`config.mk`:
```
export PLATFORM = sky130hd
export DESIGN_NAME = servo_trajectory_sequencer
export DESIGN_NICKNAME = d
export VERILOG_FILES = /design/src/rtl/servo_trajectory_sequencer.sv
export SDC_FILE = /design/constraint.sdc
export NUM_CORES = 1
export LEC_CHECK = 0
export CAP_MARGIN = 20
export CORE_MARGIN = 2
export CORE_UTILIZATION = 51
export CTS_CLUSTER_DIAMETER = 60
export DETAILED_ROUTE_END_ITERATION = 16
export PLACE_DENSITY = 0.86
export SKIP_LAST_GASP = 1
export SLEW_MARGIN = 40
export SYNTH_ARGS = -nofsm -noshare
export SYNTH_HDL_FRONTEND = slang
export SYNTH_SLANG_ARGS = --single-unit
```
`constraint.sdc`:
```
create_clock -name clk -period 4.4 [get_ports clk]
set_clock_uncertainty 0.15 [all_clocks]
set_input_delay 0.66 -clock clk [delete_from_list [all_inputs] [get_ports clk]]
set_output_delay 0.66 -clock clk [all_outputs]
set_load 0.02 [all_outputs]
```
`src/rtl/servo_trajectory_sequencer.sv`:
```
// Waypoint sequencer for the three-axis servo ROM. It walks addresses 0..last,
// holds each waypoint for a programmable dwell, and can optionally loop.
module servo_trajectory_sequencer #(
  parameter int DATA_WIDTH    = 10,
  parameter int ADDRESS_WIDTH = 8,
  parameter int DWELL_WIDTH   = 24
) (
  input  logic                     clk,
  input  logic                     rst,
  input  logic                     start,
  input  logic                     stop,
  input  logic                     loop_en,
  input  logic [ADDRESS_WIDTH-1:0] last_addr,
  input  logic [DWELL_WIDTH-1:0]   dwell_ticks,
  output logic                     rom_ce,
  output logic                     rom_read_en,
  output logic [ADDRESS_WIDTH-1:0] rom_addr,
  input  logic [DATA_WIDTH-1:0]    rom_data_x,
  input  logic [DATA_WIDTH-1:0]    rom_data_y,
  input  logic [DATA_WIDTH-1:0]    rom_data_z,
  output logic [DATA_WIDTH-1:0]    pos_x,
  output logic [DATA_WIDTH-1:0]    pos_y,
  output logic [DATA_WIDTH-1:0]    pos_z,
  output logic                     pos_valid,
  output logic                     busy,
  output logic                     done
);

  localparam logic [1:0] ST_IDLE  = 2'd0;
  localparam logic [1:0] ST_FETCH = 2'd1;
  localparam logic [1:0] ST_HOLD  = 2'd2;
  localparam logic [1:0] ST_DONE  = 2'd3;

  logic [1:0]               state;
  logic [DWELL_WIDTH-1:0]   dwell_cnt;
  logic [DWELL_WIDTH-1:0]   cfg_dwell;
  logic [ADDRESS_WIDTH-1:0] cfg_last;
  logic                     cfg_loop;
  logic [DWELL_WIDTH-1:0]   hold_load;

  // A dwell of zero is treated as one, so the hold phase always lasts at least a cycle.
  assign hold_load = (cfg_dwell == '0) ? '0 : cfg_dwell - DWELL_WIDTH'(1);

  assign rom_ce      = (state == ST_FETCH);
  assign rom_read_en = (state == ST_FETCH);
  assign busy        = (state == ST_FETCH) || (state == ST_HOLD);
  assign done        = (state == ST_DONE);

  always_ff @(posedge clk or posedge rst) begin
    if (rst) begin
      state     <= ST_IDLE;
      rom_addr  <= '0;
      pos_x     <= '0;
      pos_y     <= '0;
      pos_z     <= '0;
      pos_valid <= 1'b0;
      dwell_cnt <= '0;
      cfg_dwell <= '0;
      cfg_last  <= '0;
      cfg_loop  <= 1'b0;
    end else begin
      pos_valid <= 1'b0;
      // Stop outranks everything, including a simultaneous start and a pending FETCH latch.
      if (stop) begin
        state <= ST_IDLE;
      end else begin
        case (state)
          ST_IDLE, ST_DONE: begin
            if (start) begin
              cfg_last  <= last_addr;
              cfg_dwell <= dwell_ticks;
              cfg_loop  <= loop_en;
              rom_addr  <= '0;
              state     <= ST_FETCH;
            end
          end
          ST_FETCH: begin
            pos_x     <= rom_data_x;
            pos_y     <= rom_data_y;
            pos_z     <= rom_data_z;
            pos_valid <= 1'b1;
            dwell_cnt <= hold_load;
            state     <= ST_HOLD;
          end
          ST_HOLD: begin
            if (dwell_cnt == '0) begin
              if (rom_addr != cfg_last) begin
                rom_addr <= rom_addr + ADDRESS_WIDTH'(1);
                state    <= ST_FETCH;
              end else if (cfg_loop) begin
                rom_addr <= '0;
                state    <= ST_FETCH;
              end else begin
                state <= ST_DONE;
              end
            end else begin
              dwell_cnt <= dwell_cnt - DWELL_WIDTH'(1);
            end
          end
        endcase
      end
    end
  end

endmodule

```
==> results of run 1 <==
==> worst max-delay path, cell delays in order (launching register included) <==
cell and delay [ns]:
dfrtp_1 0.42, or4_1 0.60, nand3b_4 0.24, nor4_4 0.63, buf_4 0.28, o211a_1 0.31
nand2_1 0.22, o2bb2ai_1 0.22
==> synth_stat cells, drive strengths merged (4+ instances only) <==
cell type,n,area [um2]
a21oi,12,60.06
buf,5,31.28
clkbuf,14,52.55
dfrtp,98,2452
ha,8,100.1
inv,12,45.04
mux2,65,731.9
mux2i,10,100.1
nand2,40,150.1
nand2b,7,43.79
nand3,9,45.04
nor2,34,127.6
nor3,14,70.07
nor4,15,115.1
o211ai,4,30.03
o21ai,12,63.81
o221ai,8,70.07
o2bb2ai,6,52.55
or2,7,43.79
or3,14,87.58
or4,8,63.81
xnor2,12,105.1
xor2,16,140.1
==> cells by family (layout without fill, tap and decap cells) <==
group                      Yosys count  after routing  synth area share (%)
adders and majority gates            8              8                 1.957
AOI/OAI and AO/OA                   67             67                 9.514
xor gates and xnor gates            28             28                 4.793
buffers and inverters               32            146                 2.592
and+or+nand+nor                    162            162                 16.95
DFF                                 98             98                 47.93
muxes                               75             75                 16.26
==> power breakdown <==
part	leakage, uW	total [uW]	internal, uW	switching, uW
registers	0.00118	1510	1210	299
logic	0.00135	1280	674	608
clock network	0.000111	646	338	308
total	0.00264	3440	2220	1220
==> final cells by class <==
type                    instances  share of cell area, %
clock buffers                  12                  2.206
clock inverters                 4                  1.122
inverters                      13                 0.8176
multi-input cells             340                  38.56
flip-flops and latches         98                  37.27
well taps                     133                  2.529
repair buffers                117                  17.49
==> registers in the layout, indices dropped and copies added, names as in the netlist <==
register	cells
pos_y	10
state	2
pos_valid	1
cfg_dwell	24
pos_x	10
pos_z	10
rom_addr	8
cfg_loop	1
dwell_cnt	24
cfg_last	8
==> per-stage QoR <==
step / std cells / hold slack, ns / cell area [um2]
floorplan: 470 / 0.3305 / 5116
global placement: 700 / 0.3397 / 6346
detailed placement: 701 / 0.3459 / 6357
CTS: 717 / 0.3662 / 6576
global route: 717 / 0.3764 / 6580
finish: 717 / 0.3640 / 6580
==> worst max-delay path by stage <==
stage	slack [ns]	startpoint	end	cells past startpoint
finish	1.22	dwell_cnt[14]$_DFFE_PP0P_	rom_addr[5]$_DFFE_PP0P_	7
global route	1.03	dwell_cnt[14]$_DFFE_PP0P_	rom_addr[5]$_DFFE_PP0P_	7
CTS	1.27	dwell_cnt[14]$_DFFE_PP0P_	rom_addr[5]$_DFFE_PP0P_	7
detailed placement	1.22	stop	dwell_cnt[10]$_DFFE_PP0P_	7
global placement	1.28	stop	dwell_cnt[10]$_DFFE_PP0P_	7
floorplan	1.03	rst	cfg_dwell[0]$_DFFE_PP0P_	1
==> per-layer routing <==
metal	wire length, um	up-vias	GRT usage (%)
met4	233	0	9.170
met3	901	20	5.263
met1	5310	2019	30.69
met5	0	-	0
met2	6283	155	39.61
li1	-	1933	-
==> metrics.md, run 1 <==
| Metric | Value |
|---|---|
| Ratio of cells with drive above 1 in the final layout | 17.64% |
| # resized after CTS | 0 |
| Largest net degree at the start of global routing | 55 |
| Max-Slew Margin vs Limit | 52.28% |
| Crit end category | register |
| Final setup fails | 0 |
| Avg Cell Area, Syn | 10.89 um2 |
| Most common cell after layout, fill and taps aside | clkdlybuf4s50_1 |
| Yosys reg bits | 98 |
| P_leak | 0.002644 uW |
| Diodes inserted | 0 |
| Number of flops mapped to enable cells by yosys | 0 |
| Hold Vio Cnt, Final | 0 |
| Hold Path Sink | pos_x[8]$_DFFE_PP0P_ |
| Vias | 4127 |
| Core Box Area | 0.009774 mm2 |
| Via density | 5.756 |
| Die area | 0.01085 mm2 |
| Final setup TNS | 0 ns |
| Syn-to-layout area delta | 28.61% |
| Post-Syn Nets | 545 |
| R2R cell count | 7 |
| Clk buf depth | 2 |
| Wire per inst | 17.75 um |
| Total CTS buffers | 9 |
| Commonest non-fill, non-tap cells in the layout | clkdlybuf4s50_1 (109), dfrtp_1 (98), mux2_2 (63) |
| CTS tree | built |
| Max Fanout on Critical Path | 11 |
| Power, Total | 3438 uW |
| Fin. max-slew vios | 0 |
| CTS root buffer | clkbuf_8 |
| Post-route DRC | 0 |
| CP required | around 4.5 ns |
| Data arrival, critical path | 3.31 ns |
| Main synth FF type | dfrtp_1 |
| Startpoint of the worst register-to-register path | dwell_cnt[14]$_DFFE_PP0P_ |
| Critical R2R Capture | rom_addr[5]$_DFFE_PP0P_ |
| GRT overflow | 0 |
| Post-route ant nets | 0 |
| Worst skew pair latency | about 0.36 ns |
| Num ports | 110 |
| Iter 0 DRT Violations | 240 |
| # hold bufs at CTS | 0 |
| Peak supply drop | just under 0.4 mV |
| Clock transition at path regs | 0.09 ns |
| Vias in the first global route | ~4200 |
| Worst hold stages | 1 |
| Routability cong. | 0.9573 |
| Setup CP Type | register to register |
| # H-tree levels | 3 |
| Minimum clock period | 3.178 ns |
| HP Class | register to register |
| IO Port Bufs | 109 |
| Ys async rst share | 100.0% |
| Max-cap violation count | 0 |
| Worst setup margin | 1.222 ns |
| Post-synthesis cell area | just over 0.005 mm2 |
| Crit start category | register |
| Total Wirelength | 12730 um |
| Status | complete, no violations |
| Initial antenna violation count | 0 |
| Actual slew at the worst max-slew pin | 0.7093 ns |
| Starting Density | 52.34% |
| Seq/Total Area, Yosys | a little under half |
| Die Span Y | 104.2 um |
| Row cnt | 36 |
| Critical hold path startpoint | pos_x[8]$_DFFE_PP0P_ |
| Cell area power density | 522.4 mW/mm2 |
| Nets@finish | 654 |
| Post-layout util | 67.32% |
| FILL cells | between 700 and 800 |
| Global-route wire length before repair | 20840 um |
| Number of distinct library cells after synthesis | 58 |
| Dpl hpwl | 9402 um |
| RSZ-0062 raised after global routing | false |
| Clock sinks | 98 |
| Horiz. Die Dim | 104.2 um |
| GRT Util Overall | 23.88% |
| Register Area | 0.002452 mm2 |
| Reg-to-reg slack, setup | about 1.2 ns |
| Postcts setup bufs | 0 |
| F_max | ~310 MHz |
| Post-synthesis cell count | between 400 and 500 |
| Count of warnings emitted by yosys | 0 |
| Area of the multi-input gates | around 0.0025 mm2 |
| Crit share post-route | 72.22% |
| TritonRoute pass-1 iters | 5 |
| Placement Setup Slack | 1.222 ns |
Power figures use the tool's default switching activity.
==> run 2: changes to the inputs <==
- clock period: 4.4 -> 3.25 ns (I/O delays scaled with it)
==> run 2 against run 1 <==
- via count increased by 0.70%
- power increased by 37%
- sequential share of layout area decreased by 0.39 points
- first-iteration DRC count increased by 45%
- clock power increased by 39%
- critical path depth decreased by 1
- worst hold slack got worse by 0.0025 ns
- core utilization increased by 0.70 points
- maximum frequency increased by 13%
- die area unchanged
==> metrics.md, run 2 (synthesis results as in run 1) <==
| Metric | Value |
|---|---|
| Status | complete, no violations |
| IO Port Bufs | approximately 110 |
| Die Span Y | 104.2 um |
| Vias | between 4000 and 5000 |
| Total Wirelength | 12420 um |
| Max-Slew Margin vs Limit | a little under three fifths |
| Iter 0 DRT Violations | 349 |
| Commonest non-fill, non-tap cells in the layout | clkdlybuf4s50_1 (109), dfrtp_1 (98), mux2_2 (63) |
| Ratio of cells with drive above 1 in the final layout | 18.61% |
| Max Fanout on Critical Path | 6 |
| Register Area | 0.002452 mm2 |
| Num ports | 110 |
| Largest net degree at the start of global routing | 42 |
| Die area | 0.01085 mm2 |
| # hold bufs at CTS | 0 |
| Actual slew at the worst max-slew pin | 0.6619 ns |
| Worst skew pair latency | around 0.37 ns |
| Biggest regs | cfg_dwell: 24 flops, dwell_cnt: 24 flops |
| Final setup fails | 0 |
| Dpl hpwl | 9372 um |
| TritonRoute pass-1 iters | 5 |
| Via density | roughly 5.7 |
| CTS root buffer | clkbuf_8 |
| P_leak | approximately 0.0027 uW |
| # H-tree levels | 3 |
| Cell area power density | 706.3 mW/mm2 |
| Data arrival, critical path | 2.93 ns |
| Post-route DRC | 0 |
| FILL cells | approximately 760 |
| Initial antenna violation count | 0 |
| WHS | 0.3615 ns |
| Routability cong. | 0.9488 |
| Core Box Area | between 0.009 and 0.01 mm2 |
| Final setup TNS | 0 ns |
| Total CTS buffers | 9 |
| Starting Density | 52.34% |
| Clock sinks | 98 |
| Clk buf depth | 2 |
| Hold Vio Cnt, Final | 0 |
| Area of the multi-input gates | 0.002534 mm2 |
| Crit share post-route | 86.81% |
| Peak supply drop | approximately 0.53 mV |
| Vias in the first global route | between 4000 and 5000 |
| Postcts setup bufs | 0 |
| # resized after CTS | 0 |
| Row cnt | 36 |
| Crit end category | register |
| Horiz. Die Dim | 104.2 um |
| GRT Util Overall | a little under a quarter |
| Wire per inst | 17.15 um |
| Most common cell after layout, fill and taps aside | clkdlybuf4s50_1 |
| HP Class | primary input to asynchronous set/reset pin |
| Syn-to-layout area delta | 29.96% |
| Power, Total | 4696 uW |
| F_max | about 350 MHz |
| Clock transition at path regs | 0.10 ns |
| Setup CP Type | register to register |
| Fin. max-slew vios | 0 |
| Startpoint of the worst register-to-register path | dwell_cnt[2]$_DFFE_PP0P_ |
| Diodes inserted | 0 |
| Nets@finish | 661 |
| Minimum clock period | between 2 and 3 ns |
| Max-cap violation count | 0 |
| CTS tree | built |
| CP required | around 3.4 ns |
| GRT overflow | 0 |
| Crit start category | register |
| Crit path from | dwell_cnt[2]$_DFFE_PP0P_ |
| Global-route wire length before repair | roughly 21000 um |
| RSZ-0062 raised after global routing | false |
| Post-route ant nets | 0 |
run 2: cell count changes in the layout (fill, tap and decap cells not counted), sizes merged:
cell,before,now
buf,8,15
run 2: stage by stage:
stage          util, %  instance area (um2)  setup WS (ns)  std cells
2_1_floorplan        -                 5116        0.05043        470
3_3_place_gp     65.67                 6419         0.5454        708
3_5_place_dp     65.67                 6419         0.4543        708
4_1_cts          68.01                 6648         0.4397        724
5_1_grt          68.02                 6649         0.2179        724
6_report         68.02                 6649         0.4287        724
run 2: report_power, final:
group / internal (uW) / switching (uW) / leakage [uW]
sequential: 1640 / 401 / 0.00118
clock: 477 / 420 / 0.000117
combinational: 927 / 832 / 0.00139
run 2: final timing paths:
kind | slack, ns | cells after the start | endpoint
worst max register to register | 0.43 | 6 | dwell_cnt[14]$_DFFE_PP0P_
worst min register to register | 0.36 | 1 | pos_x[0]$_DFFE_PP0P_
worst max-delay path | 0.43 | 6 | dwell_cnt[14]$_DFFE_PP0P_
min in group clk | 0.36 | 1 | pos_x[0]$_DFFE_PP0P_
worst min-delay path | 0.36 | 2 | cfg_last[0]$_DFFE_PP0P_
max in group asynchronous | 1.93 | 3 | pos_z[4]$_DFFE_PP0P_
run 2: cell type report:
type / count / area share [%]
Multi-Input combinational cell: 340 / 38.11
Sequential cell: 98 / 36.88
Timing Repair Buffer: 124 / 18.29
Tap cell: 133 / 2.503
Clock buffer: 12 / 2.333
Clock inverter: 4 / 1.110
Inverter: 13 / 0.7715
run 2: critical path, stage by stage, from the launching register on:
cell     delay, ns
dfrtp_1       0.43
or3_1         0.47
nor4b_1       0.42
nand3_1       0.26
nor4_1        0.31
mux2_1        0.37
a221o_1       0.30
run 2: per-layer routing:
layer  up-vias  wire length (um)  part of all wire (%)  global-route usage, %
met1      2014              5134                    41                  29.90
li1       1943                 -                     -                      -
met5         -                 0                     0                      0
met4         0               228                   1.8                  7.819
met3        23               976                   7.9                  6.767
met2       176              6078                    49                  39.43
==> run 3: changes to the inputs <==
- CTS_CLUSTER_SIZE: unset -> 20
==> results of run 3 <==
The final DEF is identical to that of run 2; final timing and power are the same.
